## config.mk

```make
export PLATFORM = sky130hd
export DESIGN_NAME = alu_operand_sequencer_flat
export DESIGN_NICKNAME = d
export VERILOG_FILES = /design/src/rtl/alu_operand_sequencer_if.sv /design/src/rtl/alu_operand_sequencer.sv /design/src/flat_wrapper.sv
export SDC_FILE = /design/constraint.sdc
export NUM_CORES = 1
export LEC_CHECK = 0
export CAP_MARGIN = 20
export CORE_MARGIN = 1
export CORE_UTILIZATION = 41
export DETAILED_ROUTE_END_ITERATION = 10
export GPL_ROUTABILITY_DRIVEN = 0
export PLACE_DENSITY = 0.66
export SETUP_SLACK_MARGIN = 0.3
export SYNTH_ARGS = -nofsm -noshare
export SYNTH_HDL_FRONTEND = slang
export SYNTH_SLANG_ARGS = --single-unit
```

## constraint.sdc

```tcl
create_clock -name clk -period 2.9 [get_ports clk]
set_clock_uncertainty 0.15 [all_clocks]
set_input_delay 0.725 -clock clk [delete_from_list [all_inputs] [get_ports clk]]
set_output_delay 0.725 -clock clk [all_outputs]
set_load 0.02 [all_outputs]
```

## src/rtl/alu_operand_sequencer_if.sv

```systemverilog
// ============================================================================
// Module   : alu_operand_sequencer_if
// Brief    : Board-I/O and ALU-side signal bundle for the operand sequencer.
// Revision : 1.0
// ============================================================================
`default_nettype none

interface alu_operand_sequencer_if #(
    parameter int N = 4
);
    logic [N-1:0] sw;
    logic [3:0]   op_sw;
    logic         btn_next;
    logic         btn_clear;
    logic         alu_carry;
    logic         alu_overflow;
    logic         alu_negative;
    logic         alu_zero;
    logic [N-1:0] a;
    logic [N-1:0] b;
    logic [3:0]   operation;
    logic         exec_valid;
    logic [2:0]   stage;
    logic [3:0]   flags;

    modport master (
        input  sw, op_sw, btn_next, btn_clear,
        input  alu_carry, alu_overflow, alu_negative, alu_zero,
        output a, b, operation, exec_valid, stage, flags
    );

    modport slave (
        output sw, op_sw, btn_next, btn_clear,
        output alu_carry, alu_overflow, alu_negative, alu_zero,
        input  a, b, operation, exec_valid, stage, flags
    );
endinterface

`default_nettype wire

```

## src/rtl/alu_operand_sequencer.sv

```systemverilog
// ============================================================================
// Module   : alu_operand_sequencer
// Brief    : Debounced two-button front-end that loads ALU operands/op code.
// Revision : 1.0
// ============================================================================
`default_nettype none

module alu_operand_sequencer #(
    parameter int N               = 4,
    parameter int DEBOUNCE_CYCLES = 4,
    parameter int CNT_W           = 20
) (
    input  wire logic               clk,
    input  wire logic               rst,
    alu_operand_sequencer_if.master bus
);

    localparam logic [3:0]       C_OP_CLEAR = 4'b1111;
    localparam logic [CNT_W-1:0] C_CNT_LAST = CNT_W'(DEBOUNCE_CYCLES - 1);

    typedef enum logic [2:0] {
        LOAD_A  = 3'd0,
        LOAD_B  = 3'd1,
        LOAD_OP = 3'd2,
        EXEC    = 3'd3,
        SHOW    = 3'd4
    } state_t;

    logic [N-1:0] sw_meta_q, sw_sync_q;
    logic [3:0]   op_meta_q, op_sync_q;
    logic [1:0]   w_btn_raw;
    logic [1:0]   w_press;
    logic         w_next_press;
    logic         w_clear_press;

    always_ff @(posedge clk) begin
        if (rst) begin
            sw_meta_q <= '0;
            sw_sync_q <= '0;
            op_meta_q <= '0;
            op_sync_q <= '0;
        end else begin
            sw_meta_q <= bus.sw;
            sw_sync_q <= sw_meta_q;
            op_meta_q <= bus.op_sw;
            op_sync_q <= op_meta_q;
        end
    end

    assign w_btn_raw     = {bus.btn_clear, bus.btn_next};
    assign w_next_press  = w_press[0];
    assign w_clear_press = w_press[1];

    // Toggling on the cycle the count would hit DEBOUNCE_CYCLES keeps the
    // press pulse at DEBOUNCE_CYCLES+2 edges after the raw level first lands.
    for (genvar g = 0; g < 2; g++) begin : g_btn
        logic             meta_q, sync_q;
        logic             stable_q, stable_d, stable_prev_q;
        logic             press_q, press_d;
        logic [CNT_W-1:0] cnt_q, cnt_d;

        always_comb begin
            stable_d = stable_q;
            cnt_d    = '0;
            if (sync_q != stable_q) begin
                if (cnt_q == C_CNT_LAST) begin
                    stable_d = ~stable_q;
                end else begin
                    cnt_d = cnt_q + 1'b1;
                end
            end
            press_d = stable_q & ~stable_prev_q;
        end

        always_ff @(posedge clk) begin
            if (rst) begin
                meta_q        <= 1'b0;
                sync_q        <= 1'b0;
                stable_q      <= 1'b0;
                stable_prev_q <= 1'b0;
                press_q       <= 1'b0;
                cnt_q         <= '0;
            end else begin
                meta_q        <= w_btn_raw[g];
                sync_q        <= meta_q;
                stable_q      <= stable_d;
                stable_prev_q <= stable_q;
                press_q       <= press_d;
                cnt_q         <= cnt_d;
            end
        end

        assign w_press[g] = press_q;
    end

    state_t       state_q, state_d;
    logic [N-1:0] a_q, a_d, b_q, b_d;
    logic [3:0]   op_q, op_d, flags_q, flags_d;
    logic         exec_valid_q, exec_valid_d;

    always_comb begin
        state_d      = state_q;
        a_d          = a_q;
        b_d          = b_q;
        op_d         = op_q;
        flags_d      = flags_q;
        exec_valid_d = 1'b0;
        if (w_clear_press) begin
            a_d     = '0;
            b_d     = '0;
            op_d    = C_OP_CLEAR;
            flags_d = '0;
            state_d = LOAD_A;
        end else begin
            case (state_q)
                LOAD_A: if (w_next_press) begin
                    a_d     = sw_sync_q;
                    state_d = LOAD_B;
                end
                LOAD_B: if (w_next_press) begin
                    b_d     = sw_sync_q;
                    state_d = LOAD_OP;
                end
                LOAD_OP: if (w_next_press) begin
                    op_d         = op_sync_q;
                    exec_valid_d = 1'b1;
                    state_d      = EXEC;
                end
                EXEC: begin
                    flags_d = {bus.alu_carry, bus.alu_overflow,
                               bus.alu_negative, bus.alu_zero};
                    state_d = SHOW;
                end
                SHOW: if (w_next_press) begin
                    state_d = LOAD_A;
                end
                default: state_d = LOAD_A;
            endcase
        end
    end

    always_ff @(posedge clk) begin
        if (rst) begin
            state_q      <= LOAD_A;
            a_q          <= '0;
            b_q          <= '0;
            op_q         <= C_OP_CLEAR;
            flags_q      <= '0;
            exec_valid_q <= 1'b0;
        end else begin
            state_q      <= state_d;
            a_q          <= a_d;
            b_q          <= b_d;
            op_q         <= op_d;
            flags_q      <= flags_d;
            exec_valid_q <= exec_valid_d;
        end
    end

    assign bus.a          = a_q;
    assign bus.b          = b_q;
    assign bus.operation  = op_q;
    assign bus.flags      = flags_q;
    assign bus.exec_valid = exec_valid_q;
    assign bus.stage      = state_q;

endmodule

`default_nettype wire
```

## src/flat_wrapper.sv

```systemverilog
// flat-port wrapper written by rule: the top's interface ports become plain ports
module alu_operand_sequencer_flat 
#(
    parameter int N               = 4,
    parameter int DEBOUNCE_CYCLES = 4,
    parameter int CNT_W           = 20
)
  (clk, rst, bus_sw, bus_op_sw, bus_btn_next, bus_btn_clear, bus_alu_carry, bus_alu_overflow, bus_alu_negative, bus_alu_zero, bus_a, bus_b, bus_operation, bus_exec_valid, bus_stage, bus_flags);
  alu_operand_sequencer_if #(.N(N)) bus_i ();
  input  wire logic clk;
  input  wire logic rst;
  input wire logic [$bits(bus_i.sw)-1:0] bus_sw;
  input wire logic [$bits(bus_i.op_sw)-1:0] bus_op_sw;
  input wire logic [$bits(bus_i.btn_next)-1:0] bus_btn_next;
  input wire logic [$bits(bus_i.btn_clear)-1:0] bus_btn_clear;
  input wire logic [$bits(bus_i.alu_carry)-1:0] bus_alu_carry;
  input wire logic [$bits(bus_i.alu_overflow)-1:0] bus_alu_overflow;
  input wire logic [$bits(bus_i.alu_negative)-1:0] bus_alu_negative;
  input wire logic [$bits(bus_i.alu_zero)-1:0] bus_alu_zero;
  output wire logic [$bits(bus_i.a)-1:0] bus_a;
  output wire logic [$bits(bus_i.b)-1:0] bus_b;
  output wire logic [$bits(bus_i.operation)-1:0] bus_operation;
  output wire logic [$bits(bus_i.exec_valid)-1:0] bus_exec_valid;
  output wire logic [$bits(bus_i.stage)-1:0] bus_stage;
  output wire logic [$bits(bus_i.flags)-1:0] bus_flags;
  assign bus_i.sw = bus_sw;
  assign bus_i.op_sw = bus_op_sw;
  assign bus_i.btn_next = bus_btn_next;
  assign bus_i.btn_clear = bus_btn_clear;
  assign bus_i.alu_carry = bus_alu_carry;
  assign bus_i.alu_overflow = bus_alu_overflow;
  assign bus_i.alu_negative = bus_alu_negative;
  assign bus_i.alu_zero = bus_alu_zero;
  assign bus_a = bus_i.a;
  assign bus_b = bus_i.b;
  assign bus_operation = bus_i.operation;
  assign bus_exec_valid = bus_i.exec_valid;
  assign bus_stage = bus_i.stage;
  assign bus_flags = bus_i.flags;
  alu_operand_sequencer #(.N(N), .DEBOUNCE_CYCLES(DEBOUNCE_CYCLES), .CNT_W(CNT_W)) u_core (.clk(clk), .rst(rst), .bus(bus_i));
endmodule
```

==> metrics.md, run 1 <==
| Metric | Value |
|---|---|
| Buffers & Inverters on Critical Path | `1` |
| Hold Buf Count CTS | `0` |
| Commonest cells post-synth | `dfxtp_1, nor2_1, nor2b_1` |
| CTS Buf Count | `9` |
| Worst Path Required | `between 2 and 2.5 ns` |
| Critical path class | `flip-flop to output pin` |
| Pin count of the biggest net entering global routing | `23` |
| Clock transition at path regs | `0.10 ns` |
| CP Capture Type | `output pin` |
| Worst min path class | `flip-flop to flip-flop` |
| Core Area | `slightly below 8000 sq um` |
| Status | `finished clean` |
| DR vias | `2453` |
| Worst path top cell family by delay | `buffers and inverters` |
| Crit. Startpoint | `u_core.bus.stage[1]` |
| Number of remaining DRC errors | `0` |
| CP cell instances | `clkdlybuf4s50_1` |
| First-pass GRT wire length | `between 10 and 15 mm` |
| RSZ-0062 raised after global routing | `false` |
| Syn_area_per_cell | `9.53 sq um` |
| Min-delay src | `u_core.g_btn[0].stable_prev_q` |
| Seq cells post-synth | `86` |
| Yosys warnings | `0` |
| DP Cell Count | `480` |
| Total grt overflow | `0` |
| Syn_nets | `roughly 370` |
| Max Freq | `approximately 420 MHz` |
| WP data arrival | `1.53 ns` |
| CTS Sinks | `86` |
| Post-synth EDFFs | `0` |
| Die Area | `about 8600 sq um` |
| Slowest-stage cell, CP | `clkdlybuf4s50_1` |
| Share of layout cells above drive strength 1 | `6.85%` |
| Ranking of synthesized cells by area | `dfxtp_1, nor2_1, xnor2_1` |
| LEAKAGE | `between 1 and 1.5 nW` |
| Top-area cell type share of the netlist area | `51.2%` |
| WL/cell | `11.6 um` |
| Filler cell count | `741` |
| Synth async-reset ratio | `0%` |
| Storage element area | `around 1700 sq um` |
| Area Growth Syn to Fin | `20.6%` |
| Worst Max-Slew Pin Slew | `between 0.7 and 0.8 ns` |
| Via density | `approximately 5` |
| Setup TNS | `0 ns` |
| Post-cts sizing count | `0` |
| Syn Inst Count | `about 350` |
| Ys flop type | `dfxtp_1` |
| Fin cells | `between 400 and 500` |
| Largest stage delay on the critical path | `approximately 0.67 ns` |
| Worst-Skew Late Latency | `approximately 0.35 ns` |
| # H-tree levels | `3` |
| Starting Density | `a little over two fifths` |
| DRT Pass-1 Iters | `4` |
| 1st-iter DRT viols | `93` |
| Vias in the first global route | `approximately 2.3k` |
| CP max FO | `9` |
| Final setup violation count | `0` |
| Setup crit start kind | `flip-flop` |
| N_diodes | `0` |
| Antenna Nets Post-Route | `0` |
| Total GRT Usage | `15.3%` |
| Synth area leader | `dfxtp_1` |
| PD cells | `between 500 and 600 nW/um^2` |
| Root Buffer Master | `clkbuf_8` |
| Cell with the most instances after synthesis | `dfxtp_1` |
| Worst reg2reg startpoint | `u_core.g_btn[0].cnt_q[0]` |
| Clock buffer depth | `2` |
| Mapped Area | `~3400 sq um` |
| Placement row count | `32` |
| Peak supply drop | `between 200 and 300 uV` |
| Buffers inserted by post-CTS timing repair | `0` |
| Synth unique cells | `39` |
| Area of the multi-input gates | `approximately 1600 sq um` |
| Max cap viols | `0` |
| Die X | `roughly 93 um` |
| Max-slew headroom | `a little over half` |
| Seq/Total Area, Yosys | `51.2%` |
| Chip Height | `~90 um` |
| Part of the cycle the worst path needs | `between 80 and 90%` |
| Top Ports | `36` |
| Post-Route WL | `5.77 mm` |
| CTS tree | `built` |
| Final Max Slew Viols | `0` |
| Final Hold Viols | `0` |
| Antenna violations before repair | `0` |
| Fin crit period | `~2.4 ns` |
| Port bufs | `35` |
| Hpwl dp | `4.08 mm` |
| Nets | `about 400` |
[per-stage QoR]
step           area (sq um)  setup WS [ns]  power [mW]  utilization, %  hold WS (ns)
2_1_floorplan          3360          0.995        1.25               -         0.217
3_3_place_gp           3800          0.698        1.28            48.5         0.226
3_5_place_dp           3800          0.672        1.28            48.5         0.226
4_1_cts                4060          0.487        2.29            51.7         0.235
5_1_grt                4060          0.421        2.36            51.7         0.230
6_report               4060          0.499        2.26            51.7         0.230
[registers in the layout, summed over array words and instances (netlist names), 3 cells and up]
signal,count
u_core.g_btn.cnt_q,40
u_core.bus.a,4
u_core.bus.b,4
u_core.bus.flags,4
u_core.bus.operation,4
u_core.op_meta_q,4
u_core.op_sync_q,4
u_core.sw_meta_q,4
u_core.sw_sync_q,4
u_core.bus.stage,3
[layout make-up]
| class | instances | share of cell area [%] |
|---|---|---|
| clock buffer | 9 | 3.05 |
| clock inverter | 7 | 3.15 |
| inverter | 8 | 0.741 |
| multi-input combinational | 247 | 38.4 |
| sequential | 86 | 42.5 |
| tap | 102 | 3.15 |
| timing repair buffer | 37 | 9.01 |
[worst paths after layout]
kind / end / slack, ns / cells after the start
max: bus_stage[1] / 0.50 / 1
min: u_core.g_btn[0].press_q / 0.23 / 1
max reg2reg: u_core.g_btn[0].cnt_q[4] / 0.80 / 5
min reg2reg: u_core.g_btn[0].press_q / 0.23 / 1
[where the power goes]
group | internal, mW | leakage (nW) | total, mW | switching (mW)
registers | 1.19 | 0.697 | 1.20 | 0.00484
logic | 0.0286 | 0.582 | 0.0496 | 0.0210
clock network | 0.586 | 0.126 | 1.02 | 0.432
total | 1.81 | 1.41 | 2.26 | 0.457
[placed cells by master, fill, tap and decap left out, types with 3 or more instances in the layout]
master | netlist | routed
xor2_1 | 9 | 9
mux2i_1 | 17 | 17
nand2_1 | 15 | 15
and3_1 | 3 | 3
o21ai_0 | 3 | 3
nand3_1 | 19 | 19
and4_1 | 3 | 3
a21o_1 | 3 | 3
nor2_1 | 58 | 58
xnor2_1 | 23 | 23
clkdlybuf4s50_1 | 0 | 35
ha_1 | 3 | 3
bufinv_16 | 0 | 3
nand4_1 | 9 | 9
nor4b_1 | 3 | 3
clkbuf_8 | 0 | 9
nor4_1 | 16 | 16
nor2b_1 | 24 | 24
dfxtp_1 | 86 | 86
nor3_1 | 13 | 13
inv_1 | 8 | 8
a21oi_1 | 7 | 7
[cells by family after synthesis]
family          Yosys count  share of synthesized area, %
buf+inv                  20                          2.46
mux                      17                          5.06
compound gates           18                          3.27
fa+ha+maj                 3                          1.12
xor+xnor                 32                          8.33
simple gates            177                          28.6
flops                    86                          51.2
[layer usage]
metal  vias up  global-route usage [%]  wire (um)
met2        36                    25.1       2720
met1      1129                    18.8       2740
met4         0                    5.21         71
met3         5                    5.17        235
met5         -                       0          0
li1       1283                       -          -
No activity file was read; power rests on OpenSTA's default activity.
==> run 2, diff against run 1 <==
PLACE_DENSITY = 0.68   (was 0.66)
clock period = 2.1 ns   (was 2.9 ns; I/O delays follow)
==> run 2 against run 1 <==
Net effect:
- sequential share of layout area is 0.23 points lower
- clock power is 27% higher
- cell count is 1.6% higher
- critical endpoint is now bus_stage[0]
- largest power group unchanged
==> metrics.md, run 2 (synthesis results as in run 1) <==
| Metric | Value |
|---|---|
| Status | `finished clean` |
| DP Worst Slack | `~0.14 ns` |
| CP Capture Type | `output pin` |
| Slowest-stage cell, CP | `dfxtp_1` |
| Largest register FFs | `40` |
| Setup crit start kind | `flip-flop` |
| DP Cell Count | `487` |
| Critical path class | `flip-flop to output pin` |
| Fin crit period | `between 1.5 and 2 ns` |
| Seq pwr share | `a little over half` |
| Antenna violations before repair | `0` |
| Post-Route WL | `6.02 mm` |
| Worst min path class | `flip-flop to flip-flop` |
| DRT Pass-1 Iters | `4` |
| Worst Path Required | `1.42 ns` |
| Worst-Skew Late Latency | `between 0.3 and 0.4 ns` |
| Final Max Slew Viols | `0` |
| CTS Sinks | `86` |
| Via density | `between 4 and 5` |
| Filler cell count | `approximately 730` |
| Placement row count | `32` |
| Antenna Nets Post-Route | `0` |
| Hold depth | `1` |
| Starting Density | `between 40 and 50%` |
| Clock power share | `~43%` |
| Max cap viols | `0` |
| WL/cell | `approximately 12 um` |
| Most frequent cells in the layout | `dfxtp_1, nor2_1, nor2b_1, xnor2_1, nand3_1` |
| CTS Buf Count | `9` |
| Nets | `approximately 420` |
| Int Pwr | `~2.4 mW` |
| Total grt overflow | `0` |
| WP data arrival | `roughly 1.1 ns` |
| First-pass GRT wire length | `~11 mm` |
| Share of layout cells above drive strength 1 | `between 10% and 20%` |
| CP cell instances | `clkdlybuf4s15_2` |
| Buffers & Inverters on Critical Path | `1` |
| CP Depth | `1` |
| Port bufs | `35` |
| Vias in the first global route | `approximately 2.5k` |
| Area Growth Syn to Fin | `22.7%` |
| Chip Height | `92.6 um` |
| Die X | `slightly above 90 um` |
| Clock transition at path regs | `~0.090 ns` |
| Worst r2r path cells | `4` |
| Max-slew headroom | `a little over 70%` |
| Max Freq | `approximately 570 MHz` |
| # H-tree levels | `3` |
| Fin cells | `approximately 500` |
| Die Area | `~8600 sq um` |
| Core Area | `roughly 8000 sq um` |
| Worst Max-Slew Pin Slew | `0.415 ns` |
| Largest Register | `u_core.g_btn.cnt_q` |
| Pin count of the biggest net entering global routing | `23` |
| Hpwl dp | `a little over 4 mm` |
| Hold Buf Count CTS | `0` |
| Top Ports | `36` |
| 1st-iter DRT viols | `69` |
| RSZ-0062 raised after global routing | `true` |
| Largest stage delay on the critical path | `0.44 ns` |
| Comb power frac | `between 2 and 2.5%` |
| LEAKAGE | `1.51 nW` |
| PD cells | `approximately 730 nW/um^2` |
| Most common cell after layout, fill and taps aside | `dfxtp_1` |
| N_diodes | `0` |
| Total GRT Usage | `15.6%` |
| Worst path top cell family by delay | `flip-flops` |
| Clock buffer depth | `2` |
| Switching Share | `between 20% and 30%` |
| Peak supply drop | `524 uV` |
| Worst setup margin | `0.340 ns` |
| Final Hold Viols | `0` |
| Number of remaining DRC errors | `0` |
| DR vias | `approximately 2.5k` |
| P_sw | `about 640 uW` |
| Root Buffer Master | `clkbuf_8` |
| Part of the cycle the worst path needs | `83.8%` |
| Final setup violation count | `0` |
| CTS tree | `built` |
| CP max FO | `5` |
| Setup TNS | `0 ns` |
==> run 2: path summary, 6_finish.rpt <==
path / start / to / slack (ns)
worst max-delay path: u_core.bus.stage[0] / bus_stage[0] / 0.34
worst min-delay path: u_core.g_btn[0].stable_prev_q / u_core.g_btn[0].press_q / 0.24
worst max register to register: u_core.g_btn[0].cnt_q[8] / u_core.g_btn[0].cnt_q[17] / 0.38
worst min register to register: u_core.g_btn[0].stable_prev_q / u_core.g_btn[0].press_q / 0.24
==> run 2: power groups by stage <==
stage	logic (mW)	clock network (mW)	registers (mW)
floorplan	0.0334	0	1.69
global placement	0.0713	0	1.69
detailed placement	0.0727	0	1.69
CTS	0.0737	1.34	1.65
global route	0.0802	1.40	1.65
finish	0.0723	1.30	1.65
==> run 2: final cells by class <==
class | instances | area (sq um) | share of cell area (%)
clock buffers | 9 | 124 | 3.00
clock inverters | 7 | 106 | 2.58
inverters | 8 | 30.0 | 0.727
multi-input cells | 247 | 1590 | 38.4
flip-flops and latches | 86 | 1740 | 42.2
well taps | 102 | 128 | 3.09
repair buffers | 45 | 412 | 9.97
==> run 2: worst register-to-register path, delay by kind of cell (launching register included) <==
kind	cells	cell delay (ns)
AO/OA/AOI/OAI	1	0.14
AND/OR/NAND/NOR	3	0.98
flip-flops	1	0.39
==> run 2: timing repair <==
| action | CTS | global route |
|---|---|---|
| setup buffers | 0 | 1 |
| gates resized for setup | 30 | 14 |
| setup endpoints to repair | 38 | 43 |
| pin swaps | 0 | 3 |
==> run 2: per-layer routing <==
metal | GRT usage [%] | part of all wire [%] | vias to the layer above
met2 | 26.5 | 47 | 33
met5 | 0 | 0 | -
met1 | 19.0 | 48 | 1147
met3 | 3.45 | 2.8 | 7
met4 | 6.64 | 1.6 | 0
li1 | - | - | 1298
==> run 2: metrics by stage <==
step                      power, mW  utilization [%]  hold slack (ns)  area (sq um)
after floorplan                1.72                -            0.217          3370
after global placement         1.76             49.3            0.223          3870
after detailed placement       1.77             49.3            0.229          3870
after CTS                      3.07             52.2            0.239          4090
after global routing           3.13             52.6            0.248          4130
final                          3.02             52.6            0.238          4130
